$ cat src/rtl/mips_pipe_pkg.sv
// Shared pipeline hazard definitions: forwarding select codes, the zero
// register number, and the shadow tag carried per pipeline stage.
package mips_pipe_pkg;

   localparam logic [1:0] FWD_RF   = 2'b00;  // operand from register file
   localparam logic [1:0] FWD_MEM  = 2'b01;  // operand from MEM-stage result
   localparam logic [1:0] FWD_WB   = 2'b10;  // operand from WB-stage result
   localparam logic [4:0] REG_ZERO = 5'd0;

   // Valid is implied by reg_write; a bubble has reg_write=0 and mem_read=0.
   typedef struct packed {
      logic [4:0] dst;
      logic       reg_write;
      logic       mem_read;
   } stage_tag_t;

   localparam stage_tag_t TAG_BUBBLE = '{dst: REG_ZERO, reg_write: 1'b0, mem_read: 1'b0};

   // True when the stage will write the source register (register 0 never matches).
   function automatic logic tag_hit(stage_tag_t tag, logic [4:0] src);
      return tag.reg_write && (tag.dst == src) && (src != REG_ZERO);
   endfunction

endpackage

$ cat src/rtl/hazard_tag_stage.sv
// One pipeline shadow tag register; bubble replaces the incoming tag with an
// empty slot.
module hazard_tag_stage
   import mips_pipe_pkg::*;
(
   input  logic       clk,
   input  logic       rst_n,
   input  logic       bubble,
   input  stage_tag_t d,
   output stage_tag_t q
);

   stage_tag_t tag_q;

   // Advance the tag each cycle, inserting a bubble when requested.
   always_ff @(posedge clk or negedge rst_n) begin
      if (!rst_n) begin
         tag_q <= TAG_BUBBLE;
      end else if (bubble) begin
         tag_q <= TAG_BUBBLE;
      end else begin
         tag_q <= d;
      end
   end

   assign q = tag_q;

endmodule

$ cat src/rtl/forward_ctrl.sv
// Forwarding and load-use hazard controller for a 5-stage pipeline.
// Build option: define FWD_WB_EN to forward from the WB stage; without it a
// distance-2 dependency stalls one cycle instead.
module forward_ctrl
   import mips_pipe_pkg::*;
#(
   parameter int unsigned CNT_W = 16
) (
   input  logic             clk,
   input  logic             rst_n,
   input  logic [4:0]       id_rs,
   input  logic [4:0]       id_rt,
   input  logic [4:0]       id_dst,
   input  logic             id_reg_write,
   input  logic             id_mem_read,
   input  logic             flush,
   output logic [1:0]       fwd_a_sel,
   output logic [1:0]       fwd_b_sel,
   output logic             stall,
   output logic [CNT_W-1:0] stall_cnt
);

   stage_tag_t id_tag, ex_tag, mem_tag, wb_tag;
   logic       ex_bubble;
   logic       ex_hit_a, ex_hit_b, mem_hit_a, mem_hit_b;
   logic       load_use, stall_raw;
   logic [1:0] fwd_a_d, fwd_a_q, fwd_b_d, fwd_b_q;
   logic [CNT_W-1:0] cnt_q;

   assign id_tag    = '{dst: id_dst, reg_write: id_reg_write, mem_read: id_mem_read};
   assign ex_bubble = stall | flush;

   hazard_tag_stage u_ex_tag (
      .clk    (clk),
      .rst_n  (rst_n),
      .bubble (ex_bubble),
      .d      (id_tag),
      .q      (ex_tag)
   );

   hazard_tag_stage u_mem_tag (
      .clk    (clk),
      .rst_n  (rst_n),
      .bubble (1'b0),
      .d      (ex_tag),
      .q      (mem_tag)
   );

   hazard_tag_stage u_wb_tag (
      .clk    (clk),
      .rst_n  (rst_n),
      .bubble (1'b0),
      .d      (mem_tag),
      .q      (wb_tag)
   );

   // WB tag only completes the shadow pipeline; nothing downstream reads it.
   logic unused_wb;
   assign unused_wb = ^wb_tag;

   // EX tag now is the producer that will sit in MEM when the ID instruction
   // reaches EX; MEM tag now will sit in WB.
   assign ex_hit_a  = tag_hit(ex_tag, id_rs);
   assign ex_hit_b  = tag_hit(ex_tag, id_rt);
   assign mem_hit_a = tag_hit(mem_tag, id_rs);
   assign mem_hit_b = tag_hit(mem_tag, id_rt);

   // Hazard detection: load-use always stalls; distance-2 stalls without WB forwarding.
   always_comb begin
      load_use = ex_tag.mem_read && (ex_tag.dst != REG_ZERO) &&
                 ((ex_tag.dst == id_rs) || (ex_tag.dst == id_rt));
`ifdef FWD_WB_EN
      stall_raw = load_use;
`else
      // A newer EX producer of the same register supersedes the MEM one.
      stall_raw = load_use || (mem_hit_a && !ex_hit_a) || (mem_hit_b && !ex_hit_b);
`endif
      stall = stall_raw && !flush;
   end

   // Next forwarding selects; newest producer wins, bubbles get the register file.
   always_comb begin
      fwd_a_d = FWD_RF;
      fwd_b_d = FWD_RF;
      if (ex_hit_a) begin
         fwd_a_d = FWD_MEM;
      end
`ifdef FWD_WB_EN
      else if (mem_hit_a) begin
         fwd_a_d = FWD_WB;
      end
`endif
      if (ex_hit_b) begin
         fwd_b_d = FWD_MEM;
      end
`ifdef FWD_WB_EN
      else if (mem_hit_b) begin
         fwd_b_d = FWD_WB;
      end
`endif
      if (ex_bubble) begin
         fwd_a_d = FWD_RF;
         fwd_b_d = FWD_RF;
      end
   end

   // Register the selects so they are valid while the instruction is in EX.
   always_ff @(posedge clk or negedge rst_n) begin
      if (!rst_n) begin
         fwd_a_q <= FWD_RF;
         fwd_b_q <= FWD_RF;
      end else begin
         fwd_a_q <= fwd_a_d;
         fwd_b_q <= fwd_b_d;
      end
   end

   // Saturating count of stall cycles.
   always_ff @(posedge clk or negedge rst_n) begin
      if (!rst_n) begin
         cnt_q <= '0;
      end else if (stall && (cnt_q != {CNT_W{1'b1}})) begin
         cnt_q <= cnt_q + {{(CNT_W-1){1'b0}}, 1'b1};
      end
   end

   assign fwd_a_sel = fwd_a_q;
   assign fwd_b_sel = fwd_b_q;
   assign stall_cnt = cnt_q;

endmodule

$ cat config.mk
export PLATFORM = sky130hd
export DESIGN_NAME = forward_ctrl
export DESIGN_NICKNAME = d
export VERILOG_FILES = /design/src/rtl/mips_pipe_pkg.sv /design/src/rtl/hazard_tag_stage.sv /design/src/rtl/forward_ctrl.sv
export SDC_FILE = /design/constraint.sdc
export NUM_CORES = 1
export LEC_CHECK = 0
export ABC_AREA = 0
export BUFFER_PORTS_ARGS = -buffer_cell sky130_fd_sc_hd__clkbuf_2
export CORE_ASPECT_RATIO = 1.5
export CORE_MARGIN = 5
export CORE_UTILIZATION = 35
export CTS_CLUSTER_DIAMETER = 30
export DETAILED_ROUTE_END_ITERATION = 6
export PLACE_DENSITY = 0.68
export SYNTH_ARGS = -nofsm -noshare
export SYNTH_HDL_FRONTEND = slang
export SYNTH_SLANG_ARGS = --single-unit
$ cat constraint.sdc
create_clock -name clk -period 5.38 [get_ports clk]
set_clock_uncertainty 0.15 [all_clocks]
set_input_delay 0.269 -clock clk [delete_from_list [all_inputs] [get_ports clk]]
set_output_delay 0.269 -clock clk [all_outputs]
set_load 0.01 [all_outputs]
# After elaboration in Yosys (flattened, before gate mapping)
# Cells that the tools add are included.
dict set report classes {
  add_sub_neg 1
  eq_ne 5
  muxes 5
  bitwise 1
  reduce_logical 23
}
# op count
set ops {}
lappend ops {{$eq 5x5->1} 4}
lappend ops {{$add 16x1->16 const B} 1}
lappend ops {{$ne 16x16->1 const B} 1}
lappend ops {{$reduce_bool 5->1} 3}
lappend ops {{$logic_and 1x1->1} 14}
lappend ops {{$mux 7} 1}
lappend ops {{$logic_not 1->1} 3}
lappend ops {{$logic_or 1x1->1} 3}
lappend ops {{$mux 1} 3}
lappend ops {{$mux 2} 1}
lappend ops {{$or 1x1->1} 1}
dict set report totals {
  ff_bits 33
  wordCells 43
}

# Longest topological paths before layout
dict set report depth {
  ltp_word 10
  ltp_mapped 8
  mapped_depth_nobuf 7
}

# Cells and area by module
# Synthesis repeated with hierarchy kept, for this count alone.
dict set report hier_totals {
  cells_unflattened 153
  hier_area_um2 1692.9
}
# mod n_inst cells_each area_each_um2 seq_area_each_um2
set by_module_without_submodules {}
lappend by_module_without_submodules {forward_ctrl 1 125 1255.0 450.4}
lappend by_module_without_submodules {hazard_tag_stage 2 14 219.0 175.2}

# Least setup slack after synthesis
# OpenSTA, ideal clock, no wires.
dict set report synth_timing {
  path_kind {input -> register}
  start {input id_rt[1]}
  end {register cnt_q[4], in the netlist stall_cnt[4]}
  t_arrival_ps 2084
  required_ps 5103
  slack_ps 3019
  path_stages 8
  n_path_buf 1
  cell_sequence {or4_1 -> nor2_2 -> nor4b_1 -> or4_4 -> a21oi_4 -> buf_6 -> nand4_4 -> xnor2_2}
}
dict set report synth_between {
  elab_chain_cells 8
  word_cells_on_any_way 15
  classes_between {eq/ne (2); reduce/logical (13)}
}
# element line
set synth_rtl {}
lappend synth_rtl {{start, declared} forward_ctrl.sv:12} ;# input logic [4:0] id_rt,
lappend synth_rtl {{$eq 5x5->1} {mips_pipe_pkg.sv:21, forward_ctrl.sv:71}}
lappend synth_rtl {{$logic_and 1x1->1 (2 in series)} mips_pipe_pkg.sv:21} ;# return tag.reg_write && (tag.dst == src) && (src != REG_ZERO);
lappend synth_rtl {{$logic_not 1->1} forward_ctrl.sv:76} ;# stall_raw = load_use || (mem_hit_a && !ex_hit_a) || (mem_hit_b && !ex_hit_b);
lappend synth_rtl {{$logic_and 1x1->1} forward_ctrl.sv:76}
lappend synth_rtl {{$logic_or 1x1->1 (*)} forward_ctrl.sv:76}
lappend synth_rtl {{$logic_and 1x1->1 (*)} forward_ctrl.sv:78} ;# stall = stall_raw && !flush;
lappend synth_rtl {{$logic_and 1x1->1 (*)} forward_ctrl.sv:122} ;# end else if (stall && (cnt_q != {CNT_W{1'b1}})) begin
lappend synth_rtl {{end signal, assigned} forward_ctrl.sv:123} ;# cnt_q <= cnt_q + {{(CNT_W-1){1'b0}}, 1'b1};
lappend synth_rtl {{end, declared} forward_ctrl.sv:28} ;# logic [CNT_W-1:0] cnt_q;
# Every way passes the cells marked *; elsewhere a longest branch is shown, timed or not.
# A chain may end at the register's enable or synchronous reset.

# Worst setup path in the final report
dict set report layout_timing {
  start {register u_ex_tag.tag_q (netlist bit u_ex_tag.q[3])}
  end {output stall}
}
dict set report layout_between {
  elab_chain_cells 8
  word_cells_on_any_way 17
  classes_between {eq/ne (2); reduce/logical (15)}
}
# element line
set layout_rtl {}
lappend layout_rtl {{start, declared} hazard_tag_stage.sv:13} ;# stage_tag_t tag_q;
lappend layout_rtl {{start signal, assigned} hazard_tag_stage.sv:18} ;# tag_q <= TAG_BUBBLE;
lappend layout_rtl {{start signal, assigned} hazard_tag_stage.sv:20} ;# tag_q <= TAG_BUBBLE;
lappend layout_rtl {{start signal, assigned} hazard_tag_stage.sv:22} ;# tag_q <= d;
lappend layout_rtl {{$eq 5x5->1} {mips_pipe_pkg.sv:21, forward_ctrl.sv:71}}
lappend layout_rtl {{$logic_and 1x1->1 (2 in series)} mips_pipe_pkg.sv:21}
lappend layout_rtl {{$logic_not 1->1} forward_ctrl.sv:76}
lappend layout_rtl {{$logic_and 1x1->1} forward_ctrl.sv:76}
lappend layout_rtl {{$logic_or 1x1->1} forward_ctrl.sv:76}
lappend layout_rtl {{$logic_or 1x1->1 (*)} forward_ctrl.sv:76}
lappend layout_rtl {{$logic_and 1x1->1 (*)} forward_ctrl.sv:78}
lappend layout_rtl {{end, declared} forward_ctrl.sv:19} ;# output logic stall,
# Marks and branches as above.

==> metrics.txt <==
status=finished clean; Layout Cells excl Fill=227; PortBufs=38; period utilisation layout=49.0%; post-synth top area share=50.1%; hold slack=0.0453 ns; met2 layer wire length in the routed design=1750 µm; Synth area leader=dfrtp_1; WL per Instance=14.2 µm; Relative slew margins=48.8%; register area share after synthesis=50.1%; Critical Path End Type=output port; Synth Register Bits=31; share of post-route cells with drive strength above 1=29.3%; CTS buffer count=5; RSZ-0062 raised after global routing=no; crit-path cells=or4_1, o21ai_0, nand4_1, a2bb2oi_2, a21oi_1, clkbuf_2; drt first pass iters=5; die area=0.00588 mm²; Compound-Gate Fraction of Synth Area=3.80%; arrival time worst endpoint=2.22 ns; Cell Rows=29; Final Max Slew Viols=0; gr usage total=12.1%; routability cong.=0.872; DRT iter0 DRCs=12; power density over the cells=269 mW/mm²; Post-Syn Area per Cell=11.4 µm²; Tmin final=2.64 ns; Sink Count=31; Max Used Layer=met4; WP buf/inv=1; simple-gate share of the synthesized area=22.2%; number of diodes=0; final setup vio count=0; Routed WL=3230 µm; via count=1154; Min-Delay Path Class=primary input to register; Crit. Startpoint=u_ex_tag.q[3]$_DFF_PN0_; Starting Density=36.5%; WS Path Type=register to output port; Core Footprint=0.00425 mm²; peak supply drop=0.231 mV; Resized Gates After CTS=0; # IOs=41; Worst-Margin Slew=0.768 ns; R2R Path Start=u_ex_tag.q[3]$_DFF_PN0_; hold wc startpoint=id_dst[0]; DRC=0; worst stage delay on the critical path=0.54 ns; post-synthesis mux area share=1.45%; main combinational cell family by area after synthesis=simple AND/OR/NAND/NOR gates; FILL cells=418; Root Buffer=clkbuf_8; CTS Buffer Depth=2; DRT antenna net count=0; chip width=64.3 µm; post-synthesis adder-cell area fraction=0.808%; Leakage=0.905 nW; critical path's top delay family=simple AND/OR/NAND/NOR gates; placed insts=218; nets@finish=201; Post-Syn Area=0.00155 mm²; hpwl dp=2490 µm; cts hold-fix bufs=1; max-cap viol count=0; Fin. Hold Viols=0; initial antenna violation count=0; CTS tree=done; Die Y=91.5 µm; Yosys cell types=31; largest cells by area after synthesis=dfrtp_1 50%, xnor2_1 14%, xor2_1 5.1%; grt ovf=0; synth-to-layout area growth=20.4%; wire length on met3=116 µm; worst-path maximum fanout=4; vias per cell=5.08; largest net degree at the start of global routing=32; Critical Path Start Type=register; DRT met1 WL=1270 µm; Max Freq=379 MHz; vias in the first global route=1261; Worst EP required=4.96 ns; global-route wire length before repair=5620 µm; Syn Inst Count=136; xor-xnor portion of the synthesized cell area=19.7%; synth warn=0; setup_tns=0 ns; # H-tree levels=2; worst-skew pair later-pin latency=0.28 ns; Reg clk slew, reported paths=0.06 ns; post-CTS setup repair buffer count=0; slowest cell on the critical path=or4_1
cell families after synthesis:
logic type,Yosys count
AOI/OAI and AO/OA,6
xor gates and xnor gates,34
adders and majority gates,1
buffers and inverters,3
DFF,31
muxes,2
other,1
and+or+nand+nor,58
cell usage in the layout (no fill, tap or decap):
cell / instances
clkbuf_8: 5
xor2_1: 9
and2_1: 8
clkbuf_2: 38
nor2_2: 1
nor4b_1: 1
ha_1: 1
and2_2: 1
nand3_1: 9
or4_1: 3
xnor2_2: 1
or4_4: 1
nand4b_1: 1
conb_1: 2
o2bb2a_1: 1
nor4_1: 1
o21ai_0: 1
nand3b_1: 1
nor2_1: 5
clkinv_2: 1
mux2_2: 2
a2bb2oi_2: 1
a21oi_4: 1
nand2_1: 9
xnor2_1: 24
a21o_1: 1
dfrtp_1: 31
a21oi_1: 1
dlygate4sd3_1: 1
and3_1: 7
nand4_4: 1
nand4_1: 6
clkbuf_1: 2
nor3_1: 3
synth_stat cells (all sizes together):
master	n
a21o	1
a21oi	2
a2bb2oi	1
and2	9
and3	7
buf	3
conb	1
dfrtp	31
ha	1
mux2	2
nand2	9
nand3	9
nand3b	1
nand4	7
nand4b	1
nor2	6
nor3	3
nor4	1
nor4b	1
o21ai	1
o2bb2a	1
or4	4
xnor2	25
xor2	9
flip-flops by register name (all words and copies together) (netlist names):
signal,count
stall_cnt,16
fwd_b_sel,1
u_mem_tag.q,6
u_ex_tag.q,7
fwd_a_sel,1
layout make-up:
class / count / area [µm²] / share of cell area [%]
Clock inverter: 1 / 5.00 / 0.268
Timing Repair Buffer: 39 / 200 / 10.7
Tap cell: 46 / 57.6 / 3.09
Clock buffer: 7 / 76.3 / 4.09
Sequential cell: 31 / 776 / 41.6
Multi-Input combinational cell: 103 / 751 / 40.2
power breakdown:
part / leakage [nW] / internal (mW) / switching [mW]
combinational: 0.445 / 0.0322 / 0.0348
clock: 0.0422 / 0.0905 / 0.0804
sequential: 0.417 / 0.247 / 0.0175
layer usage:
metal  vias to the layer above  track usage [%]
met5                         -                0
met4                         0             6.28
met3                         8             3.09
met2                        26             20.8
met1                       565             13.2
li1                        555                -
worst paths after layout:
| path | slack [ns] | end | cells after the start |
|---|---|---|---|
| worst max-delay path | 2.74 | stall | 6 |
| worst min-delay path | 0.05 | u_ex_tag.q[2]$_DFF_PN0_ | 2 |
| worst max register to register | 2.82 | fwd_b_sel[0]$_DFF_PN0_ | 7 |
| worst min register to register | 0.29 | u_mem_tag.q[1]$_DFF_PN0_ | 0 |
| max in group asynchronous | 4.15 | u_mem_tag.q[3]$_DFF_PN0_ | 2 |
| min in group asynchronous | 0.44 | stall_cnt[7]$_DFFE_PN0P_ | 2 |
per-stage QoR:
stage	cell area (µm²)	total power [mW]	utilization (%)	setup WS (ns)
2_1_floorplan	1550	0.304	-	3.02
3_3_place_gp	1770	0.333	41.8	2.68
3_5_place_dp	1770	0.335	41.8	2.64
4_1_cts	1870	0.513	43.9	2.70
5_1_grt	1870	0.529	43.9	2.61
6_report	1870	0.502	43.9	2.74
No activity file was read; power rests on OpenSTA's default activity.
